`src/rtl/crc5_codeword_tx.sv`:
```
// crc5_codeword_tx: assembles {msg, crc, pad} into a 12-bit codeword and
// serializes it MSB-first, 2 bits per beat, over a valid/ready stream.
// Optional self-check (macro CRC5_SELFCHECK_EN) recomputes the CRC-5
// (g(x) = x^5 + x^3 + x + 1) over the sent message bits and raises crc_err
// on the last beat if it disagrees with the supplied remainder.
module crc5_codeword_tx #(
    parameter logic PAD_VAL = 1'b0
) (
    input  logic       clk,
    input  logic       reset,
    input  logic [5:0] msg_in,
    input  logic [4:0] crc_in,
    input  logic       load_valid,
    output logic       load_ready,
    output logic [1:0] ser_out,
    output logic       ser_valid,
    input  logic       ser_ready,
    output logic       ser_last,
    output logic       crc_err
);

    typedef enum logic {
        IDLE,
        SEND
    } state_t;

    state_t      state_q, state_d;
    logic [2:0]  beat_q, beat_d;
    logic [5:0]  msg_q, msg_d;
    logic [4:0]  crc_q, crc_d;
    logic [1:0]  ser_out_q, ser_out_d;
    logic        ser_last_q, ser_last_d;
    logic        accept;
    logic        beat_fire;

    // Two codeword bits carried by a given beat index.
    function automatic logic [1:0] beat_bits(input logic [2:0] b,
                                             input logic [5:0] m,
                                             input logic [4:0] c);
        logic [1:0] r;
        case (b)
            3'd0:    r = m[5:4];
            3'd1:    r = m[3:2];
            3'd2:    r = m[1:0];
            3'd3:    r = c[4:3];
            3'd4:    r = c[2:1];
            3'd5:    r = {c[0], PAD_VAL};
            default: r = 2'b00;
        endcase
        return r;
    endfunction

`ifdef CRC5_SELFCHECK_EN
    logic [4:0] lfsr_q, lfsr_d;
    logic       crc_err_q, crc_err_d;

    // One MSB-first division step of the remainder by g(x).
    function automatic logic [4:0] lfsr_step(input logic [4:0] r, input logic b);
        logic fb;
        fb = r[4] ^ b;
        return {r[3:0], 1'b0} ^ (fb ? 5'b01011 : 5'b00000);
    endfunction
`endif

    assign accept    = load_valid & load_ready;
    assign beat_fire = (state_q == SEND) & ser_ready;

    // Next-state: load takes priority (it can coincide with the last-beat handshake).
    always_comb begin
        state_d    = state_q;
        beat_d     = beat_q;
        msg_d      = msg_q;
        crc_d      = crc_q;
`ifdef CRC5_SELFCHECK_EN
        lfsr_d     = lfsr_q;
`endif
        if (accept) begin
            state_d = SEND;
            beat_d  = 3'd0;
            msg_d   = msg_in;
            crc_d   = crc_in;
`ifdef CRC5_SELFCHECK_EN
            lfsr_d  = '0;
`endif
        end else if (beat_fire) begin
            if (beat_q == 3'd5) begin
                state_d = IDLE;
                beat_d  = 3'd0;
            end else begin
                beat_d  = beat_q + 3'd1;
            end
`ifdef CRC5_SELFCHECK_EN
            // The beat just accepted is ser_out_q; fold its two message bits in.
            if (beat_q < 3'd3)
                lfsr_d = lfsr_step(lfsr_step(lfsr_q, ser_out_q[1]), ser_out_q[0]);
`endif
        end
        ser_out_d  = (state_d == SEND) ? beat_bits(beat_d, msg_d, crc_d) : 2'b00;
        ser_last_d = (state_d == SEND) & (beat_d == 3'd5);
`ifdef CRC5_SELFCHECK_EN
        crc_err_d  = ser_last_d & (lfsr_d != crc_d);
`endif
    end

    // State and registered outputs; synchronous reset aborts any frame.
    always_ff @(posedge clk) begin
        if (reset) begin
            state_q    <= IDLE;
            beat_q     <= '0;
            msg_q      <= '0;
            crc_q      <= '0;
            ser_out_q  <= '0;
            ser_last_q <= 1'b0;
`ifdef CRC5_SELFCHECK_EN
            lfsr_q     <= '0;
            crc_err_q  <= 1'b0;
`endif
        end else begin
            state_q    <= state_d;
            beat_q     <= beat_d;
            msg_q      <= msg_d;
            crc_q      <= crc_d;
            ser_out_q  <= ser_out_d;
            ser_last_q <= ser_last_d;
`ifdef CRC5_SELFCHECK_EN
            lfsr_q     <= lfsr_d;
            crc_err_q  <= crc_err_d;
`endif
        end
    end

    // ser_last_q is only ever set while in SEND, so it stands in for the state term.
    assign load_ready = (state_q == IDLE) | (ser_last_q & ser_ready);
    assign ser_out    = ser_out_q;
    assign ser_valid  = (state_q == SEND);
    assign ser_last   = ser_last_q;
`ifdef CRC5_SELFCHECK_EN
    assign crc_err    = crc_err_q;
`else
    assign crc_err    = 1'b0;
`endif

endmodule
```
`config.mk`:
```
export PLATFORM = sky130hd
export DESIGN_NAME = crc5_codeword_tx
export DESIGN_NICKNAME = d
export VERILOG_FILES = /design/src/rtl/crc5_codeword_tx.sv
export SDC_FILE = /design/constraint.sdc
export NUM_CORES = 1
export LEC_CHECK = 0
export BUFFER_PORTS_ARGS = -buffer_cell sky130_fd_sc_hd__buf_2
export CAP_MARGIN = 20
export CORE_MARGIN = 8
export CORE_UTILIZATION = 50
export CTS_CLUSTER_SIZE = 28
export DETAILED_ROUTE_END_ITERATION = 10
export HOLD_SLACK_MARGIN = 0.03
export PLACE_DENSITY = 0.72
export SYNTH_ARGS = -nofsm -noshare
export SYNTH_HDL_FRONTEND = slang
export SYNTH_SLANG_ARGS = --single-unit
```
`constraint.sdc`:
```
create_clock -name clk -period 4 [get_ports clk]
set_input_delay 0.4 -clock clk [delete_from_list [all_inputs] [get_ports clk]]
set_output_delay 0.4 -clock clk [all_outputs]
set_load 0.005 [all_outputs]
```
==> results of run 1 <==
cell usage after synthesis, types with 2 or more instances:
cell | n | area, um^2
nand2_1 | 31 | 116.4
dfxtp_1 | 18 | 360.4
a21oi_1 | 15 | 75.07
o21ai_0 | 6 | 30.03
clkbuf_1 | 5 | 18.77
nor2_1 | 5 | 18.77
nand3_1 | 4 | 20.02
buf_6 | 3 | 33.78
mux2i_1 | 3 | 30.03
o211ai_1 | 3 | 22.52
a211oi_1 | 2 | 15.01
a31oi_1 | 2 | 12.51
and3_1 | 2 | 12.51
buf_2 | 2 | 10.01
inv_1 | 2 | 7.510
nand3b_1 | 2 | 15.01
nor4b_1 | 2 | 17.52
o21a_1 | 2 | 15.01
per-layer routing:
layer	global-route usage	wire (um)	vias to the layer above
met5	0	0	-
met4	0.04983	10	0
met3	0.03549	232	2
met2	0.2134	1102	43
met1	0.1839	1041	449
li1	-	-	488
cells in the final DEF, fill, tap and decap left out, types with 2 or more instances in the layout:
master,netlist,layout
nand2_1,31,31
buf_2,2,19
dfxtp_1,18,18
a21oi_1,15,15
o21ai_0,6,6
nor2_1,5,5
nand3_1,4,4
mux2i_1,3,3
o211ai_1,3,3
clkbuf_4,0,3
o21a_1,2,2
inv_1,2,2
a31oi_1,2,2
and3_1,2,2
nand3b_1,2,2
a211oi_1,2,2
nor4b_1,2,2
power by group through the flow:
stage	combinational (mW)	clock (mW)	sequential (mW)
floorplan	0.0425	0	0.197
global placement	0.0528	0	0.201
detailed placement	0.0541	0	0.201
CTS	0.0542	0.0914	0.197
global route	0.0603	0.101	0.199
finish	0.0543	0.0889	0.197
critical path: stages (launching register included):
cell and delay, ns:
dfxtp_1 0.52, a21bo_2 0.28, and2_1 0.37, a2111oi_0 0.47, o32ai_1 0.16, a21oi_1 0.15
layout make-up:
class,instances,area [um^2]
Inverter,2,7.507
Sequential cell,18,360.3
Fill cell,197,845.8
Tap cell,27,33.78
Multi-Input combinational cell,99,576.8
Clock buffer,3,22.52
Timing Repair Buffer,19,95.09
kinds of logic (layout without fill, tap and decap cells):
group           Yosys count  in the layout
xor+xnor                  1              1
other cells               1              1
flops                    18             18
simple gates             52             52
buf+inv                  13             24
compound gates           42             42
mux                       3              3
final timing paths:
check / endpoint / slack [ns]
max: ser_out[1] / 1.98
min: msg_q[3] / 0.34
max reg2reg: ser_out[1] / 1.98
min reg2reg: msg_q[3] / 0.47
sequential cells by signal, indices dropped and copies added (netlist names):
name,count
ser_out,2
msg_q,6
beat_q,3
ser_last,1
ser_valid,1
crc_q,5
==> key figures, run 1 <==
Run status
  • Status: complete, no violations

STA
  • Minimum clock period: roughly 2.0 ns
  • Final Hold Viols: 0
  • Worst hold slack: 0.3374 ns
  • Worst slew margin relative to its limit: 0.5660
  • Worst Tran Pin Value: between 0.6 and 0.7 ns
  • Setup ws final: around 2.0 ns
  • Max Freq: slightly below 0.5 GHz
  • Worst clock skew: 0.0009859 ns
  • Slew Viols, Final: 0
  • Final period util: 0.5055
  • Unrepaired setup endpoints after global routing: no
  • Fin Setup TNS: 0 ns
  • # setup viols final: 0

Place
  • GPL Wtd Cong: roughly 0.86
  • Total placed instance area: between 0.001 and 0.0015 mm^2
  • # port buffers: 19
  • Pre-CTS setup slack: 1.985 ns
  • Placed Instances: 165
  • Dpl hpwl: approximately 1.7 mm

Final layout
  • Share of layout cells above drive strength 1: 0.1844
  • Final Cell Area: ~0.0011 mm^2
  • Post-layout util: 0.5644
  • Finished Layout Cells: around 170
  • # diodes: 0
  • Layout area overhead: 8.015%
  • Layout Nets: approximately 160

Worst hold path
  • Hold WC Path Type: in -> reg
  • Hold Path Origin: msg_in[3]
  • WHS Path Cells: 3

Worst setup path
  • CP Class: reg -> reg
  • Required time worst endpoint: about 4.2 ns
  • CP startpoint kind: flop
  • CP max FO: 19
  • Worst reg2reg path startpoint: ser_valid
  • Cells on worst reg2reg path: 5
  • Crit. End Element: flop
  • Critical Path Source: ser_valid
  • Crit path DAT: 2.25 ns

Synthesis
  • Syn nets: 145
  • Post-synthesis simple-gate area fraction: 0.2466
  • FFs w/ async S/R, synth: 0
  • Post-synth EDFFs: 0
  • Mapped Cells: 130
  • YS warnings: 0
  • Post-Synth Adder-Cell Area: 0
  • Synth cell types: 39
  • Seq/Total Area, Yosys: 0.3551
  • Synth Register Bits: 18
  • Syn Std Cell Area: slightly above 0.001 mm^2
  • Syn Area/Cell: slightly below 8 um^2
  • Largest family of logic cells by synthesized area: compound AO/OA/AOI/OAI gates
  • Mux cell area share after synthesis: 0.02959
  • Main flop type after synthesis: dfxtp_1
  • Xor/xnor cell area share of the yosys netlist: 0.008631
  • Synth Area in Compound Gates: 0.2799

Floorplan
  • Die area: ~0.0037 mm^2
  • Die W: 61.05 um
  • Core area: between 0.0015 and 0.002 mm^2
  • FP Rows: 16
  • Die Span Y: a little over 60 um
  • Initial core utilization: 0.5226
  • Io pins: 21

Power
  • Leak pwr: about 0.40 nW
  • Max VDD drop: 280.2 uV
  • Switch share: 0.2742
  • Psw: about 0.093 mW
  • Flop pwr share: 0.580
  • Gate power share: 0.159
  • Internal: between 0.2 and 0.25 mW
  • Power Total: roughly 0.34 mW
  • Clk network pwr share: 0.261
  • PwrDens: about 310 mW/mm^2

CTS
  • Sink Count: 18
  • Clock slew at reported path FFs: roughly 0.1 ns
  • Number of buffers created by CTS: 3
  • Worst skew pair latency: 0.29 ns
  • Maximum buffer depth of the clock tree: 2
  • CTS resizes: 0
  • Hold buffer count at cts: 0
  • Post-CTS setup buffer count: 0
  • Root Driver: clkbuf_4
  • H-tree depth: 1
  • CTS tree: done

Global routing
  • Gr usage total: 0.1398
  • Antenna violations before repair: 0
  • Vias in the first global route: between 800 and 900
  • Grt ovf: 0
  • Largest net degree at the start of global routing: 20
  • Global-route wire length before repair: around 4 mm

Flow run
  • Max-cap violations: 0

Routing
  • ANT nets after route: 0
  • DR vias: between 900 and 1000
  • Final wirelength: around 2.4 mm
  • DR iter-0 viols: 59
  • 1st-pass router iterations: 6
  • DRC: 0
  • DR WL/cell: 14.20 um
  • Via density: slightly below 6
Note: power is estimated with default switching activity, not from simulation.
==> inputs of run 2 (changes only) <==
- clock period: 4 -> 2.08 ns (I/O delays scaled with it)
==> run 2 against run 1 <==
Clock-buffer cell count did not move. Clock power rose by 93%. Cell area is 2.1% higher. Routed wire length increased by 4.7%. Total power up 94%. Fmax grew 11%. Critical path type unchanged.
==> key figures, run 2 (same netlist as run 1, synthesis figures left out) <==
Global routing
  • Gr usage total: 0.1401
  • Vias in the first global route: approximately 940
  • Grt ovf: 0
  • Largest net degree at the start of global routing: 17
  • Antenna violations before repair: 0
  • Global-route wire length before repair: roughly 4 mm

Final layout
  • Max FFs per register: 6
  • Most common cell after layout, fill and taps aside: nand2_1
  • Share of layout cells above drive strength 1: 0.2014
  • Top reg by flops: msg_q
  • # diodes: 0
  • Most frequent cells in the layout: 31 x nand2_1, 19 x buf_2, 18 x dfxtp_1, 15 x a21oi_1, 6 x o21ai_0
  • Layout Nets: 161
  • Top flop regs: msg_q: 6 flops, crc_q: 5 flops, beat_q: 3 flops
  • Layout area overhead: 10.23%

CTS
  • CTS tree: done
  • Maximum buffer depth of the clock tree: 2
  • CTS resizes: 0
  • Root Driver: clkbuf_4
  • Worst skew pair latency: 0.29 ns
  • Number of buffers created by CTS: 3
  • Post-CTS setup buffer count: 0
  • Sink Count: 18
  • Clock slew at reported path FFs: around 0.1 ns
  • H-tree depth: 1
  • Hold buffer count at cts: 0

Floorplan
  • FP Rows: 16
  • Die area: 0.003727 mm^2
  • Core area: 0.001942 mm^2
  • Io pins: 21
  • Die W: between 60 and 70 um
  • Die Span Y: 61.05 um
  • Initial core utilization: 0.5226

Worst setup path
  • Worst reg2reg path startpoint: ser_valid
  • Crit path DAT: roughly 2.1 ns
  • CP startpoint kind: flop
  • CP Class: reg -> reg
  • CP Cell Sequence: a21bo_2, and2_1, a2111oi_0, o32ai_1, a21oi_1
  • Required time worst endpoint: ~2.3 ns
  • CP max FO: 13
  • CP bufs+invs: 0
  • Max stage delay cell, worst path: dfxtp_1
  • Critical path's top delay family: compound AO/OA/AOI/OAI gates
  • Critical Path Source: ser_valid
  • Crit. End Element: flop
  • Crit path largest cell delay: approximately 0.51 ns

Power
  • Power Total: approximately 0.66 mW
  • PwrDens: 591.6 mW/mm^2
  • Leak pwr: between 0.4 and 0.5 nW
  • Max VDD drop: between 400 and 500 uV

STA
  • Final Hold Viols: 0
  • Final period util: 0.8785
  • Minimum clock period: roughly 1.8 ns
  • Fin Setup TNS: 0 ns
  • Unrepaired setup endpoints after global routing: no
  • Worst clock skew: between 0.008 and 0.009 ns
  • Max Freq: ~0.55 GHz
  • # setup viols final: 0
  • Slew Viols, Final: 0

Routing
  • DRC: 0
  • 1st-pass router iterations: 4
  • Uppermost layer routed: met4
  • ANT nets after route: 0
  • WL met2: roughly 1.2 mm
  • DR WL/cell: 14.61 um
  • Via density: between 5 and 6
  • DR vias: approximately 1000
  • Met3 wire length: 200 um
  • DR iter-0 viols: 32
  • Met1 Routed Length: roughly 1.1 mm
  • Final wirelength: approximately 2.5 mm

Flow run
  • Max-cap violations: 0

Worst hold path
  • Hold WC Path Type: in -> reg
  • Hold Path Origin: crc_in[2]

Run status
  • Status: complete, no violations

Place
  • # port buffers: 19
  • GPL Wtd Cong: around 0.85
  • Dpl hpwl: around 1.8 mm
-- run 2: power by group --
group | switching, mW | leakage (nW) | total, mW | internal (mW)
clock network | 0.105 | 0.0138 | 0.172 | 0.0673
logic | 0.0612 | 0.256 | 0.110 | 0.0487
registers | 0.0161 | 0.147 | 0.379 | 0.363
-- run 2: area by class of cell --
| type | instances | area, um^2 |
|---|---|---|
| Clock buffer | 3 | 22.52 |
| Fill cell | 203 | 823.3 |
| Inverter | 2 | 7.507 |
| Multi-Input combinational cell | 99 | 576.8 |
| Sequential cell | 18 | 360.3 |
| Tap cell | 27 | 33.78 |
| Timing Repair Buffer | 22 | 117.6 |
-- run 2: layer usage --
layer,track usage,vias to the layer above
met2,0.2149,40
li1,-,493
met1,0.1703,474
met3,0.03340,4
met5,0,-
met4,0.08970,0
-- run 2: per-stage QoR --
stage          std cells    util  instance area [um^2]  hold WS (ns)  setup WS [ns]
6_report             171  0.5760                  1119        0.1407         0.2527
5_1_grt              171  0.5760                  1119        0.1320         0.1734
4_1_cts              171  0.5760                  1119        0.1385         0.2638
3_5_place_dp         168  0.5644                  1096        0.4551         0.3001
3_3_place_gp         168  0.5644                  1096        0.4482         0.3955
2_1_floorplan        130       -                  1015        0.3440         0.5051
-- run 2: final timing paths --
kind	endpoint	slack, ns	cells after the start
max	ser_out[1]	0.25	5
min	crc_q[2]	0.14	3
max reg2reg	ser_out[1]	0.25	5
min reg2reg	msg_q[2]	0.46	2
-- run 2: tightest hold or removal path, stage by stage --
cell and delay (ns):
buf_2 0.09, nand2_1 0.04, a21oi_1 0.05
